### config.mk
export PLATFORM = sky130hd
export DESIGN_NAME = perf_counter_bank_flat
export DESIGN_NICKNAME = d
export VERILOG_FILES = /design/src/rtl/perf_counter_bank_if.sv /design/src/rtl/perf_counter_bank.sv /design/src/flat_wrapper.sv
export SDC_FILE = /design/constraint.sdc
export NUM_CORES = 1
export LEC_CHECK = 0
export BUFFER_PORTS_ARGS = -buffer_cell sky130_fd_sc_hd__buf_2
export CAP_MARGIN = 5
export CORE_ASPECT_RATIO = 0.6
export CORE_UTILIZATION = 50
export DETAILED_ROUTE_END_ITERATION = 8
export PLACE_DENSITY = 0.67
export SLEW_MARGIN = 20
export SYNTH_ARGS = -nofsm -noshare
export SYNTH_HDL_FRONTEND = slang
export SYNTH_SLANG_ARGS = --single-unit
export TNS_END_PERCENT = 50
### constraint.sdc
create_clock -name clk -period 5.25 [get_ports clk]
set_clock_uncertainty 0.15 [all_clocks]
set_input_delay 0.525 -clock clk [delete_from_list [all_inputs] [get_ports clk]]
set_output_delay 0.525 -clock clk [all_outputs]
set_load 0.01 [all_outputs]
### src/rtl/perf_counter_bank_if.sv
// Control, read and overflow signals of one performance counter bank.
// The master side is software/monitor logic; the slave side is the bank itself.
interface perf_counter_bank_if #(
  parameter int unsigned CH_NUM    = 8,
  parameter int unsigned CNT_WIDTH = 32,
  parameter int unsigned IDX_WIDTH = 3
) ();
  logic [CH_NUM-1:0]    inc;
  logic                 freeze;
  logic                 clr_all;
  logic                 wr_en;
  logic [IDX_WIDTH-1:0] wr_idx;
  logic [CNT_WIDTH-1:0] wr_data;
  logic [IDX_WIDTH-1:0] rd_idx;
  logic [CNT_WIDTH-1:0] rd_data;
  logic                 rd_ovf;
  logic [CH_NUM-1:0]    ovf;

  modport master (
    output inc, freeze, clr_all, wr_en, wr_idx, wr_data, rd_idx,
    input  rd_data, rd_ovf, ovf
  );

  modport slave (
    input  inc, freeze, clr_all, wr_en, wr_idx, wr_data, rd_idx,
    output rd_data, rd_ovf, ovf
  );
endinterface

### src/rtl/perf_counter_bank.sv
// Bank of independent event counters with sticky overflow flags,
// single-channel write/clear, clear-all, global freeze and a registered read port.
module perf_counter_bank #(
  parameter int unsigned CH_NUM    = 8,
  parameter int unsigned CNT_WIDTH = 32,
  parameter int unsigned IDX_WIDTH = 3,
  parameter int unsigned SATURATE  = 0
) (
  input  logic              clk,
  input  logic              rst,
  perf_counter_bank_if.slave bus
);

  logic [CNT_WIDTH-1:0] cnt_q [CH_NUM];
  logic [CNT_WIDTH-1:0] cnt_d [CH_NUM];
  logic [CH_NUM-1:0]    of_q;
  logic [CH_NUM-1:0]    of_d;
  logic [CNT_WIDTH-1:0] rd_data_q;
  logic [CNT_WIDTH-1:0] rd_data_d;
  logic                 rd_ovf_q;
  logic                 rd_ovf_d;

  // Priority per channel: clr_all, then write, then freeze, then increment.
  always_comb begin
    for (int unsigned i = 0; i < CH_NUM; i++) begin
      cnt_d[i] = cnt_q[i];
      of_d[i]  = of_q[i];
      if (bus.clr_all) begin
        cnt_d[i] = '0;
        of_d[i]  = 1'b0;
      end else if (bus.wr_en && (32'(bus.wr_idx) == i)) begin
        cnt_d[i] = bus.wr_data;
        of_d[i]  = 1'b0;
      end else if (!bus.freeze && bus.inc[i]) begin
        if (&cnt_q[i]) begin
          of_d[i]  = 1'b1;
          cnt_d[i] = (SATURATE != 0) ? cnt_q[i] : '0;
        end else begin
          cnt_d[i] = cnt_q[i] + CNT_WIDTH'(1);
        end
      end
    end
  end

  // Out-of-range read index matches no channel and so returns zero.
  always_comb begin
    rd_data_d = '0;
    rd_ovf_d  = 1'b0;
    for (int unsigned i = 0; i < CH_NUM; i++) begin
      if (32'(bus.rd_idx) == i) begin
        rd_data_d = cnt_q[i];
        rd_ovf_d  = of_q[i];
      end
    end
  end

  always_ff @(posedge clk) begin
    if (rst) begin
      cnt_q     <= '{default: '0};
      of_q      <= '0;
      rd_data_q <= '0;
      rd_ovf_q  <= 1'b0;
    end else begin
      cnt_q     <= cnt_d;
      of_q      <= of_d;
      rd_data_q <= rd_data_d;
      rd_ovf_q  <= rd_ovf_d;
    end
  end

  assign bus.rd_data = rd_data_q;
  assign bus.rd_ovf  = rd_ovf_q;
  assign bus.ovf     = of_q;

endmodule

### src/flat_wrapper.sv
// flat-port wrapper written by rule: the top's interface ports become plain ports
module perf_counter_bank_flat 
#(
  parameter int unsigned CH_NUM    = 8,
  parameter int unsigned CNT_WIDTH = 32,
  parameter int unsigned IDX_WIDTH = 3,
  parameter int unsigned SATURATE  = 0
)
  (clk, rst, bus_inc, bus_freeze, bus_clr_all, bus_wr_en, bus_wr_idx, bus_wr_data, bus_rd_idx, bus_rd_data, bus_rd_ovf, bus_ovf);
  perf_counter_bank_if #(.CH_NUM(CH_NUM), .CNT_WIDTH(CNT_WIDTH), .IDX_WIDTH(IDX_WIDTH)) bus_i ();
  input  logic clk;
  input  logic rst;
  input wire logic [$bits(bus_i.inc)-1:0] bus_inc;
  input wire logic [$bits(bus_i.freeze)-1:0] bus_freeze;
  input wire logic [$bits(bus_i.clr_all)-1:0] bus_clr_all;
  input wire logic [$bits(bus_i.wr_en)-1:0] bus_wr_en;
  input wire logic [$bits(bus_i.wr_idx)-1:0] bus_wr_idx;
  input wire logic [$bits(bus_i.wr_data)-1:0] bus_wr_data;
  input wire logic [$bits(bus_i.rd_idx)-1:0] bus_rd_idx;
  output wire logic [$bits(bus_i.rd_data)-1:0] bus_rd_data;
  output wire logic [$bits(bus_i.rd_ovf)-1:0] bus_rd_ovf;
  output wire logic [$bits(bus_i.ovf)-1:0] bus_ovf;
  assign bus_i.inc = bus_inc;
  assign bus_i.freeze = bus_freeze;
  assign bus_i.clr_all = bus_clr_all;
  assign bus_i.wr_en = bus_wr_en;
  assign bus_i.wr_idx = bus_wr_idx;
  assign bus_i.wr_data = bus_wr_data;
  assign bus_i.rd_idx = bus_rd_idx;
  assign bus_rd_data = bus_i.rd_data;
  assign bus_rd_ovf = bus_i.rd_ovf;
  assign bus_ovf = bus_i.ovf;
  perf_counter_bank #(.CH_NUM(CH_NUM), .CNT_WIDTH(CNT_WIDTH), .IDX_WIDTH(IDX_WIDTH), .SATURATE(SATURATE)) u_core (.clk(clk), .rst(rst), .bus(bus_i));
endmodule
==> impl_metrics.env, run 1 <==
export IMPL_post_place_ws_ns=2.05
export IMPL_seq_area_um2=5950
export IMPL_combPwrFrac=0.097
export IMPL_via_per_inst=6.93
export IMPL_grt_pass1_vias=17500
export IMPL_clk_transition_reported_paths_ns=0.07
export IMPL_r2r_cells=7
export IMPL_cts_resized=0
export IMPL_grt_util_all_layers=0.415
export IMPL_die_area_um2=38300
export IMPL_cp_data_arrival_time_ns=3.48
export IMPL_crit_path_start_kind="register"
export IMPL_cts_tree="built"
export IMPL_cts_root_buf="clkbuf_16"
export IMPL_p_sw_frac=0.274
export IMPL_dieWidth_um=252
export IMPL_p_seq_frac=0.438
export IMPL_cpMostUsedCell="nand2_1"
export IMPL_min_period_ns=3.17
export IMPL_post_route_worst_setup_slack_ns=2.08
export IMPL_synth_cell_types=77
export IMPL_first_iter_violations=3318
export IMPL_synth_seq_cells=297
export IMPL_clkPwrFrac=0.466
export IMPL_crit_slowest_cell="nand2_1"
export IMPL_post_dp_hpwl_mm=56.8
export IMPL_synth_most_common_cell="nand2_1"
export IMPL_num_io_pins=92
export IMPL_crit_buf_inv=0
export IMPL_worst_setup_path_type="reg2reg"
export IMPL_initial_core_util=0.511
export IMPL_drive_gt1_frac=0.117
export IMPL_path_delay_family="simple AND/OR/NAND/NOR gates"
export IMPL_detail_route_antenna_nets=0
export IMPL_syn_area_um2=18700
export IMPL_p_switching_mw=1.47
export IMPL_startpoint="u_core.cnt_q[192]"
export IMPL_irDropWorstVdd_v=0.000277
export IMPL_max_cap_viol_count=0
export IMPL_ys_warn_count=0
export IMPL_gr_total_overflow=0
export IMPL_die_h_um=152
export IMPL_path_cells="ha_1, nand4_1, nor2_1, nand2_1, o21a_1, nand2_1, o22ai_1"
export IMPL_finalNonFillerCells=2936
export IMPL_syn_inst=2454
export IMPL_dr_pass1_iters=8
export IMPL_synth_top_area_frac=0.317
export IMPL_relSlewSlack=0.221
export IMPL_post_cts_buffers=0
export IMPL_outcome="finished clean"
export IMPL_path_max_fanout=18
export IMPL_cts_max_level=1
export IMPL_r2r_slack_ns=2.08
export IMPL_clk_latency_ns=0.60
export IMPL_synth_yosys_seq_area_share=0.317
export IMPL_antenna_found_initial=5
export IMPL_power_internal_mw=3.89
export IMPL_max_stage_delay_ns=0.59
export IMPL_clockBufferDepth=3
export IMPL_grt_max_degree=85
export IMPL_drv_slew=0
export IMPL_synth_area_leaders="dfxtp_1, nand2_1, nand3_1, xnor2_1, a31oi_1"
export IMPL_fin_setup_tns_ns=0
export IMPL_core_area_um2=36600
export IMPL_min_path_type="in2reg"
export IMPL_syn_area_per_cell_um2=7.63
export IMPL_multi_input_area_um2=11900
export IMPL_crit_required_ns=5.56
export IMPL_power_leakage_nw=6.71
export IMPL_end_kind="register"
export IMPL_cts_hold_buf=0
export IMPL_rows=54
export IMPL_synth_common_cells="nand2_1, dfxtp_1, nand3_1, nor2_1, clkbuf_1"
export IMPL_cp_depth=7
export IMPL_hold_violations=0
export IMPL_fmax_mhz=316
export IMPL_clock_sinks=297
export IMPL_place_inst=2878
export IMPL_gp_congestion=0.987
export IMPL_synth_nets=2513
export IMPL_port_buffers=91
export IMPL_drc=0
export IMPL_synth_edf_count=0
export IMPL_synth_flop_cell="dfxtp_1"
export IMPL_grt_pass1_wl_mm=119
export IMPL_fillCellCount=3433
export IMPL_cts_made_buffers=31
export IMPL_dr_total_vias=20300
export IMPL_synthArstFlopShare=0
export IMPL_routed_wl_mm=82.1
export IMPL_power_mw=5.35
export IMPL_num_nets_final=2466
export IMPL_synth_top_area_cell="dfxtp_1"
export IMPL_period_share=0.604
export IMPL_regToRegStartpoint="u_core.cnt_q[192]"
export IMPL_grt_setup_unrepaired="no"
export IMPL_crit_end="u_core.cnt_q[214]"
export IMPL_worstMarginPinSlew_ns=1.16
export IMPL_r2r_end="u_core.cnt_q[214]"
export IMPL_wl_per_cell_um=28.0
export IMPL_final_setup_viol_count=0
export IMPL_power_density_nw_per_um2=262
export IMPL_syn_to_final_growth_pct=8.96
-- power by group through the flow --
stage	Combinational, mW	Clock, mW	Sequential [mW]
CTS	0.493	2.48	2.34
global placement	0.486	0	2.39
finish	0.518	2.49	2.34
detailed placement	0.492	0	2.39
global route	0.533	2.58	2.34
floorplan	0.288	0	2.37
-- registers in the layout, indices dropped and copies added (netlist names) --
| register | cells |
|---|---|
| u_core.bus.ovf | 8 |
| u_core.cnt_q | 256 |
| u_core.bus.rd_data | 32 |
| u_core.bus.rd_ovf | 1 |
-- cell type report --
cell class                 count  area share
antenna                        3    0.000368
clock buffer                  40      0.0431
clock inverter                15      0.0114
inverter                      26     0.00478
multi-input combinational   1925       0.582
sequential                   297       0.291
tap                          504      0.0309
timing repair buffer         126      0.0365
-- logic make-up after synthesis --
group	synth area share
buffers and inverters	0.0510
XOR/XNOR	0.0898
AO/OA/AOI/OAI	0.171
multiplexers	0.0582
adder cells (fa/ha/maj)	0.00534
AND/OR/NAND/NOR	0.307
flip-flops	0.317
-- worst reg2reg max path: stages (launching register included) --
cell	delay (ns)
dfxtp_1	0.43
ha_1	0.24
nand4_1	0.28
nor2_1	0.46
nand2_1	0.20
o21a_1	0.50
nand2_1	0.59
o22ai_1	0.18
-- worst min path at each step --
| stage | startpoint | end | slack [ns] | cells after the start |
|---|---|---|---|---|
| 2_1_floorplan | u_core.cnt_q[30] | u_core.bus.rd_data[30] | 0.32 | 2 |
| 3_3_place_gp | u_core.cnt_q[30] | u_core.bus.rd_data[30] | 0.35 | 2 |
| 3_5_place_dp | u_core.cnt_q[30] | u_core.bus.rd_data[30] | 0.36 | 2 |
| 4_1_cts | bus_wr_data[3] | u_core.cnt_q[99] | 0.20 | 3 |
| 5_1_grt | bus_wr_data[3] | u_core.cnt_q[131] | 0.22 | 3 |
| 6_report | bus_wr_data[3] | u_core.cnt_q[99] | 0.21 | 3 |
-- per-layer routing --
metal  up-vias  track usage  wire [um]
met5         -            0         13
met4         2        0.134       2930
met3       197        0.152      13500
met2      1536        0.545      31500
met1      9745        0.615      34100
li1       8860            -          -
-- through the flow --
| step | instance area (um2) | util | hold slack, ns |
|---|---|---|---|
| after floorplan | 18700 | - | 0.318 |
| after global placement | 19300 | 0.526 | 0.354 |
| after detailed placement | 19300 | 0.527 | 0.360 |
| after CTS | 20400 | 0.557 | 0.196 |
| after global routing | 20400 | 0.557 | 0.220 |
| final | 20400 | 0.557 | 0.208 |
-- cell usage in the layout, fill, tap and decap left out, types with 10 or more instances in the layout --
cell	count
a31oi_1	143
and4_1	22
nand4_1	87
a211oi_1	10
nor2_1	173
nand3_1	236
o32ai_1	10
clkbuf_16	31
inv_1	26
nor2b_1	14
dfxtp_1	297
mux2_2	29
mux2i_1	11
nand2b_1	21
o21ai_0	43
xnor2_1	113
nand2_1	355
nor3_1	57
nor4_1	15
buf_4	34
mux4_2	29
o22ai_1	88
a2111oi_0	27
and3_1	88
a21oi_1	129
buf_2	90
xor2_1	79
Power figures use the tool's default switching activity.
==> run 2, diff against run 1 <==
clock period = 3.13 ns   (was 5.25 ns; I/O delays follow)
==> impl_metrics.env, run 2 (same netlist as run 1, synthesis figures left out) <==
export IMPL_detail_route_antenna_nets=0
export IMPL_grt_max_degree=54
export IMPL_path_max_fanout=28
export IMPL_wl_per_cell_um=28.4
export IMPL_worst_setup_path_type="reg2reg"
export IMPL_relSlewSlack=0.300
export IMPL_min_period_ns=2.75
export IMPL_fmax_mhz=363
export IMPL_grt_pass1_vias=18000
export IMPL_initial_core_util=0.511
export IMPL_n_antenna_cell=0
export IMPL_power_leakage_nw=7.03
export IMPL_r2r_cells=7
export IMPL_crit_buf_inv=0
export IMPL_hp_start="bus_wr_data[22]"
export IMPL_cp_data_arrival_time_ns=3.10
export IMPL_worstHoldEndpoint="u_core.cnt_q[150]"
export IMPL_grt_util_met3=0.161
export IMPL_cts_root_buf="clkbuf_16"
export IMPL_cts_tree="built"
export IMPL_num_io_pins=92
export IMPL_dr_pass1_iters=6
export IMPL_rows=54
export IMPL_whs_path_depth=3
export IMPL_irDropWorstVdd_v=0.000415
export IMPL_top_usage_layer="met1"
export IMPL_use_met2=0.563
export IMPL_min_path_type="in2reg"
export IMPL_grt_setup_unrepaired="no"
export IMPL_via_per_inst=6.85
export IMPL_clk_transition_reported_paths_ns=0.07
export IMPL_outcome="finished clean"
export IMPL_max_cap_viol_count=0
export IMPL_path_delay_family="simple AND/OR/NAND/NOR gates"
export IMPL_drc=0
export IMPL_clk_latency_ns=0.61
export IMPL_r2r_slack_ns=0.38
export IMPL_r2r_end="u_core.cnt_q[1]"
export IMPL_die_h_um=152
export IMPL_max_stage_delay_ns=0.60
export IMPL_largest_register="u_core.cnt_q"
export IMPL_port_buffers=91
export IMPL_clockBufferDepth=3
export IMPL_whs_ns=0.0221
export IMPL_largest_reg_flops=256
export IMPL_end_kind="register"
export IMPL_antenna_found_initial=11
export IMPL_drv_slew=0
export IMPL_post_dp_hpwl_mm=61.0
export IMPL_cp_depth=7
export IMPL_cpMostUsedCell="nand2_1"
export IMPL_dieWidth_um=252
export IMPL_worstMarginPinSlew_ns=1.05
export IMPL_dr_total_vias=20600
export IMPL_final_common_cell="nand2_1"
export IMPL_cts_resized=0
export IMPL_use_met1=0.659
export IMPL_grt_pass1_wl_mm=124
export IMPL_period_share=0.880
export IMPL_clock_sinks=297
export IMPL_crit_slowest_cell="o21a_1"
export IMPL_layout_common_cells="nand2_1, dfxtp_1, nand3_1"
export IMPL_cts_made_buffers=31
export IMPL_die_area_um2=38300
export IMPL_fin_setup_tns_ns=0
export IMPL_hold_violations=0
export IMPL_first_iter_violations=3634
export IMPL_gp_congestion=1.02
export IMPL_gr_total_overflow=0
export IMPL_power_mw=8.81
export IMPL_path_cells="ha_1, nand4_1, nor3_1, nand2_1, o21a_1, nand2_1, a31oi_1"
export IMPL_grt_util_all_layers=0.436
export IMPL_final_setup_viol_count=0
export IMPL_core_area_um2=36600
export IMPL_drive_gt1_frac=0.138
export IMPL_num_nets_final=2537
export IMPL_crit_required_ns=3.47
export IMPL_regToRegStartpoint="u_core.cnt_q[0]"
export IMPL_crit_path_start_kind="register"
export IMPL_routed_wl_mm=85.3
export IMPL_cts_max_level=1
export IMPL_power_density_nw_per_um2=422
export IMPL_syn_to_final_growth_pct=11.5
run 2: per-stage QoR:
step            util  instances  setup slack, ns  instance area, um2
2_1_floorplan      -       2454            0.941               18700
3_3_place_gp   0.542       2948            0.496               19900
3_5_place_dp   0.542       2948            0.449               19900
4_1_cts        0.570       3004            0.441               20900
5_1_grt        0.570       3004            0.197               20900
6_report       0.570       3004            0.375               20900
run 2: how the worst max path moves through the flow:
stage                                   endpoint  slack (ns)             start
after floorplan                 u_core.cnt_q[46]        0.94  u_core.cnt_q[32]
after global placement    u_core.bus.rd_data[24]        0.50     bus_rd_idx[1]
after detailed placement         u_core.cnt_q[1]        0.45   u_core.cnt_q[0]
after CTS                        u_core.cnt_q[5]        0.44   u_core.cnt_q[0]
after global routing             u_core.cnt_q[1]        0.20   u_core.cnt_q[1]
final                            u_core.cnt_q[1]        0.38   u_core.cnt_q[0]
run 2: cell type report:
type,instances,area [um2]
fillers,3472,15700
multi-input cells,1925,11900
flip-flops and latches,297,5950
repair buffers,197,1330
clock buffers,43,851
well taps,504,631
clock inverters,12,166
inverters,26,97.6
run 2: repair_timing:
item	in CTS	in global routing
hold buffers	1	0
buffers inserted	0	0
endpoints found under the hold margin	1	0
run 2: metal layers:
layer  share of wire  vias up
met1            0.42     9797
met3            0.17      176
met4           0.033        6
li1                -     9015
met5         0.00056        -
met2            0.38     1579
run 2: worst reg2reg max path, delay by kind of cell (launching register included):
family / cells / cell delay [ns]
simple gates: 4 / 1.05
compound gates: 2 / 0.70
fa+ha+maj: 1 / 0.27
flops: 1 / 0.45
run 2: power by group:
| part | total (mW) | switching [mW] | internal [mW] |
|---|---|---|---|
| logic | 0.956 | 0.701 | 0.255 |
| clock network | 3.94 | 1.73 | 2.22 |
| registers | 3.91 | 0.0717 | 3.84 |
